`src/rtl/pipe_split_arb_pkg.sv`:
```
// rtl/pipe_split_arb_pkg.sv - shared state encoding and widths for pipe_split_arbiter
package pipe_split_arb_pkg;

    typedef enum logic [1:0] {
        IDLE = 2'd0,
        OWN0 = 2'd1,
        OWN1 = 2'd2
    } arb_state_t;

    localparam int RUN_W = 4;
    localparam int CNT_W = 16;

    function automatic arb_state_t owner_state(input logic id);
        return id ? OWN1 : OWN0;
    endfunction

endpackage

```
`src/rtl/rr_pick2.sv`:
```
// rtl/rr_pick2.sv - two-way winner selection with bounded hold for the last-served owner
module rr_pick2
    import pipe_split_arb_pkg::*;
#(
    parameter int HOLD_MAX = 4
) (
    input  logic             i_valid0,
    input  logic             i_valid1,
    input  arb_state_t       i_state,
    input  logic [RUN_W-1:0] i_run,
    output logic             o_winner,
    output arb_state_t       o_next_state,
    output logic [RUN_W-1:0] o_next_run
);

    localparam logic [RUN_W-1:0] HOLD_L  = RUN_W'(HOLD_MAX);
    localparam logic [RUN_W-1:0] RUN_ONE = RUN_W'(1);

    logic w_owner;
    logic w_owner_v;
    logic w_other_v;
    logic w_keep;

    assign w_owner   = (i_state == OWN1);
    assign w_owner_v = w_owner ? i_valid1 : i_valid0;
    assign w_other_v = w_owner ? i_valid0 : i_valid1;

    always_comb begin
        o_winner = 1'b0;
        if (i_state == IDLE) begin
            o_winner = !i_valid0;
        end else if (w_owner_v && (!w_other_v || (i_run < HOLD_L))) begin
            o_winner = w_owner;
        end else begin
            o_winner = !w_owner;
        end
    end

    assign w_keep       = (i_state != IDLE) && (o_winner == w_owner);
    assign o_next_state = owner_state(o_winner);
    // Run saturates at the hold limit while the owner streams alone.
    assign o_next_run   = w_keep ? ((i_run < HOLD_L) ? i_run + RUN_ONE : i_run) : RUN_ONE;

endmodule

```
`src/rtl/pipe_split_arbiter.sv`:
```
// rtl/pipe_split_arbiter.sv - two-requester arbiter feeding one registered split output word
// Optional grant statistics: PIPE_SPLIT_ARB_STATS_EN
module pipe_split_arbiter
    import pipe_split_arb_pkg::*;
#(
    parameter int A_W      = 8,
    parameter int B_W      = 8,
    parameter int HOLD_MAX = 4
) (
    input  logic               clk,
    input  logic               rst,
    input  logic               req0_valid,
    input  logic [A_W+B_W-1:0] req0_data,
    output logic               req0_ready,
    input  logic               req1_valid,
    input  logic [A_W+B_W-1:0] req1_data,
    output logic               req1_ready,
    output logic [A_W-1:0]     sig_a,
    output logic [B_W-1:0]     sig_b,
    output logic               out_valid,
    input  logic               out_ready,
    output logic               grant_id
`ifdef PIPE_SPLIT_ARB_STATS_EN
    ,
    output logic [CNT_W-1:0]   gnt_cnt0,
    output logic [CNT_W-1:0]   gnt_cnt1
`endif
);

    localparam int D_W = A_W + B_W;

    arb_state_t       r_state;
    logic [RUN_W-1:0] r_run;
    logic             r_out_valid;
    logic [D_W-1:0]   r_word;
    logic             r_grant_id;

    logic             w_free;
    logic             w_any;
    logic             w_xfer;
    logic             w_go_idle;
    logic             w_winner;
    arb_state_t       w_next_state;
    logic [RUN_W-1:0] w_next_run;

    assign w_free    = !r_out_valid || out_ready;
    assign w_any     = req0_valid || req1_valid;
    assign w_xfer    = !rst && w_free && w_any;
    assign w_go_idle = (r_state != IDLE) && !w_any && !r_out_valid;

    rr_pick2 #(
        .HOLD_MAX (HOLD_MAX)
    ) u_pick (
        .i_valid0     (req0_valid),
        .i_valid1     (req1_valid),
        .i_state      (r_state),
        .i_run        (r_run),
        .o_winner     (w_winner),
        .o_next_state (w_next_state),
        .o_next_run   (w_next_run)
    );

    assign req0_ready = w_xfer && !w_winner;
    assign req1_ready = w_xfer &&  w_winner;

    always_ff @(posedge clk) begin
        if (rst) begin
            r_state     <= IDLE;
            r_run       <= '0;
            r_out_valid <= 1'b0;
            r_word      <= '0;
            r_grant_id  <= 1'b0;
        end else if (w_xfer) begin
            r_word      <= w_winner ? req1_data : req0_data;
            r_grant_id  <= w_winner;
            r_out_valid <= 1'b1;
            r_state     <= w_next_state;
            r_run       <= w_next_run;
        end else begin
            if (out_ready) begin
                r_out_valid <= 1'b0;
            end
            // Ownership is forgotten only once the pipe has fully drained.
            if (w_go_idle) begin
                r_state <= IDLE;
                r_run   <= '0;
            end
        end
    end

    assign sig_a     = r_word[D_W-1:B_W];
    assign sig_b     = r_word[B_W-1:0];
    assign out_valid = r_out_valid;
    assign grant_id  = r_grant_id;

`ifdef PIPE_SPLIT_ARB_STATS_EN
    localparam logic [CNT_W-1:0] CNT_ONE = CNT_W'(1);

    logic [CNT_W-1:0] r_cnt0;
    logic [CNT_W-1:0] r_cnt1;

    always_ff @(posedge clk) begin
        if (rst) begin
            r_cnt0 <= '0;
            r_cnt1 <= '0;
        end else begin
            if (req0_ready && (r_cnt0 != '1)) begin
                r_cnt0 <= r_cnt0 + CNT_ONE;
            end
            if (req1_ready && (r_cnt1 != '1)) begin
                r_cnt1 <= r_cnt1 + CNT_ONE;
            end
        end
    end

    assign gnt_cnt0 = r_cnt0;
    assign gnt_cnt1 = r_cnt1;
`else
    // Statistics counters are not built in this configuration.
`endif

endmodule

```
`config.mk`:
```
export PLATFORM = sky130hd
export DESIGN_NAME = pipe_split_arbiter
export DESIGN_NICKNAME = d
export VERILOG_FILES = /design/src/rtl/pipe_split_arb_pkg.sv /design/src/rtl/rr_pick2.sv /design/src/rtl/pipe_split_arbiter.sv
export SDC_FILE = /design/constraint.sdc
export NUM_CORES = 1
export LEC_CHECK = 0
export ABC_AREA = 0
export ABC_CLOCK_PERIOD_IN_PS = 1800
export CORE_UTILIZATION = 35
export DETAILED_ROUTE_END_ITERATION = 10
export PLACE_DENSITY = 0.76
export SLEW_MARGIN = 20
export SYNTH_ARGS = -nofsm -noshare
export SYNTH_HDL_FRONTEND = slang
export SYNTH_SLANG_ARGS = --single-unit
```
`constraint.sdc`:
```
create_clock -name clk -period 1.8 [get_ports clk]
set_input_delay 0.36 -clock clk [delete_from_list [all_inputs] [get_ports clk]]
set_output_delay 0.36 -clock clk [all_outputs]
set_load 0.05 [all_outputs]
```
==> flow_summary.yaml <==
outcome:
  status: "finished with violations"
  violations: "setup timing"
timing:
  relSlewSlack: 0.804
  hold_viol: 0
  worst_slack_ps: -134
  rsz0062_at_grt: "true"
  clock_skew_ps: 8.03
  slew_viol_final: 0
  setup_tns_ps: -265
  min_period_over_period: 1.07
  period_needed_ps: 1930
  max_freq_mhz: 517
  setup_violations: 2
  worst_slew_pin_slew_ps: 289
yosys:
  ys_seq_area_frac: 0.388
  ys_ff_latch: 24
  synth_edf_count: 0
  postSynthAreaPerCell_um2: 8.42
  ys.flop_type: "dfxtp_1"
  syn_area_um2: 1240
  yosys_warnings: 0
  synthesis.nets: 185
  async_flop_share: 0
  synthCells: 147
  ys_types: 36
setup_path:
  cp_slowest_cell: "dfxtp_4"
  worstPathRequired_ps: 1440
  worstRegToRegCells: 6
  worst-endpoint-arrival_ps: 1570
  reg2reg_from: "r_state[0]"
  rr_endpoint: "r_word[14]"
  cp-start-kind: "register"
  critical_path.startpoint: "r_state[1]"
  critPathMaxFanout: 5
  cpPeakStageDelay_ps: 390
  crit_type: "reg -> out"
  endpoint_kind: "primary output"
  r2r_slack_ps: 140
  worstPathCellList: "nor4b_4, a211o_4, o21ai_4, inv_2, buf_12"
pwr:
  vdd_drop_max_mv: 0.327
  leakage_nw: 0.858
  powerDensity_nw_per_um2: 740
placement:
  io_buffers: 56
  dp_slack_ps: -344
  hpwlAfterDp_um: 2770
  place_area_um2: 2000
  gp_congestion: 0.868
clock_tree:
  cts.clk_slew.worst_paths_ps: 140
  cts-root-buf: "clkbuf_4"
  cts_tree: "built"
  clockBufferDepth: 2
  htree_levels: 1
  cts_made_buffers: 3
  insertion_delay_ps: 330
  clock_sinks: 24
finish:
  regArea_um2: 488
  nets: 262
  final_common_cell: "buf_4"
  syn2layout_area_growth_pct: 70.0
  fillers: 302
  final_cell_mix: "buf_4, clkdlybuf4s50_1, nor2_1, dfxtp_1"
  stdcell_area_um2: 2100
  antenna_cells: 0
  multi_input_area_um2: 729
  drive_gt1_frac: 0.300
detailed_routing:
  ant_nets: 0
  vias: 1429
  routed_wl_um: 3810
  wl_per_cell_um: 14.2
  first_iter_violations: 71
  via_per_inst: 5.31
  drc: 0
  dr.pass1.iters: 4
global_route:
  grt_start_max_net_pins: 25
  grt_usage: 0.219
  grt-ovfl-total: 0
  grt_first_pass_wirelength_um: 6060
  grt_pass1_vias: 1363
  antenna_found_initial: 0
min_path:
  min_path_cells: 2
  min_path_type: "reg -> reg"
  hp-start: "grant_id"
  whs_endpoint: "grant_id"
die:
  die_area_um2: 3780
  coreArea_um2: 3360
  die_w_um: 61.5
  ios: 57
  row_count: 21
  initial_core_util: 0.368
  die_y_um: 61.5
flow_run:
  max-cap-violations: 0
-- layout make-up --
| type | count | area share |
|---|---|---|
| Clock buffer | 3 | 0.0107 |
| Inverter | 3 | 0.00535 |
| Tap cell | 46 | 0.0274 |
| Multi-Input combinational cell | 109 | 0.347 |
| Clock inverter | 1 | 0.0143 |
| Sequential cell | 24 | 0.232 |
| Timing Repair Buffer | 83 | 0.363 |
-- registers in the layout, summed over array words and instances (netlist names) --
| signal | flops |
|---|---|
| out_valid | 1 |
| r_word | 16 |
| grant_id | 1 |
| r_run | 4 |
| r_state | 2 |
-- worst max-delay path by stage --
stage,endpoint
CTS,req0_ready
floorplan,req0_ready
finish,req1_ready
global route,req0_ready
global placement,req1_ready
detailed placement,req1_ready
-- critical path, delay by kind of cell (launching register included) --
| kind | cells | cell delay, ps |
|---|---|---|
| flip-flops | 1 | 390 |
| buffers and inverters | 2 | 200 |
| AND/OR/NAND/NOR | 1 | 140 |
| AO/OA/AOI/OAI | 2 | 520 |
-- metal layers --
| layer | vias up | share of wire | track usage |
|---|---|---|---|
| met5 | - | 0 | 0 |
| met4 | 0 | 0.018 | 0.0889 |
| met3 | 6 | 0.047 | 0.0273 |
| met2 | 54 | 0.52 | 0.408 |
| met1 | 663 | 0.42 | 0.251 |
| li1 | 706 | - | - |
-- synthesized netlist by cell type, types with 2 or more instances --
| master | count | area share |
|---|---|---|
| o21a_1 | 2 | 0.012 |
| dfxtp_1 | 24 | 0.39 |
| a21oi_1 | 5 | 0.020 |
| nand2_1 | 5 | 0.015 |
| buf_2 | 7 | 0.028 |
| o211a_1 | 2 | 0.016 |
| nand2b_1 | 2 | 0.010 |
| o21ai_0 | 9 | 0.036 |
| clkbuf_1 | 2 | 0.0061 |
| inv_1 | 3 | 0.0091 |
| nor3_1 | 4 | 0.016 |
| o21ai_1 | 9 | 0.036 |
| a311oi_1 | 16 | 0.11 |
| nand3_1 | 16 | 0.065 |
| nor2_1 | 20 | 0.061 |
-- power breakdown --
| group | internal [mW] | switching (mW) |
|---|---|---|
| sequential | 0.572 | 0.0256 |
| clock | 0.226 | 0.180 |
| combinational | 0.248 | 0.305 |
| total | 1.05 | 0.510 |
-- cell families (layout without fill, tap and decap cells) --
group / Yosys count / count (layout) / synth area share
and+or+nand+nor: 56 / 56 / 0.237
AOI/OAI and AO/OA: 52 / 52 / 0.306
buffers and inverters: 14 / 90 / 0.0586
adders and majority gates: 1 / 1 / 0.0101
DFF: 24 / 24 / 0.388
-- repair_timing --
action | 4_1_cts | 5_1_grt
hold buffers | 0 | 0
resized for setup | 11 | 2
cloned | 0 | 0
pin swaps | 4 | 0
setup endpoints to repair | 2 | 2
endpoints found under the hold margin | 0 | 0
setup buffers | 1 | 1
-- metrics by stage --
| stage | power [mW] | utilization | cells | hold slack, ps |
|---|---|---|---|---|
| 2_1_floorplan | 0.918 | - | 147 | 432 |
| 3_3_place_gp | 1.14 | 0.595 | 263 | 460 |
| 3_5_place_dp | 1.15 | 0.595 | 263 | 487 |
| 4_1_cts | 1.56 | 0.622 | 268 | 506 |
| 5_1_grt | 1.63 | 0.625 | 269 | 528 |
| 6_report | 1.56 | 0.625 | 269 | 504 |
Power figures use the tool's default switching activity.
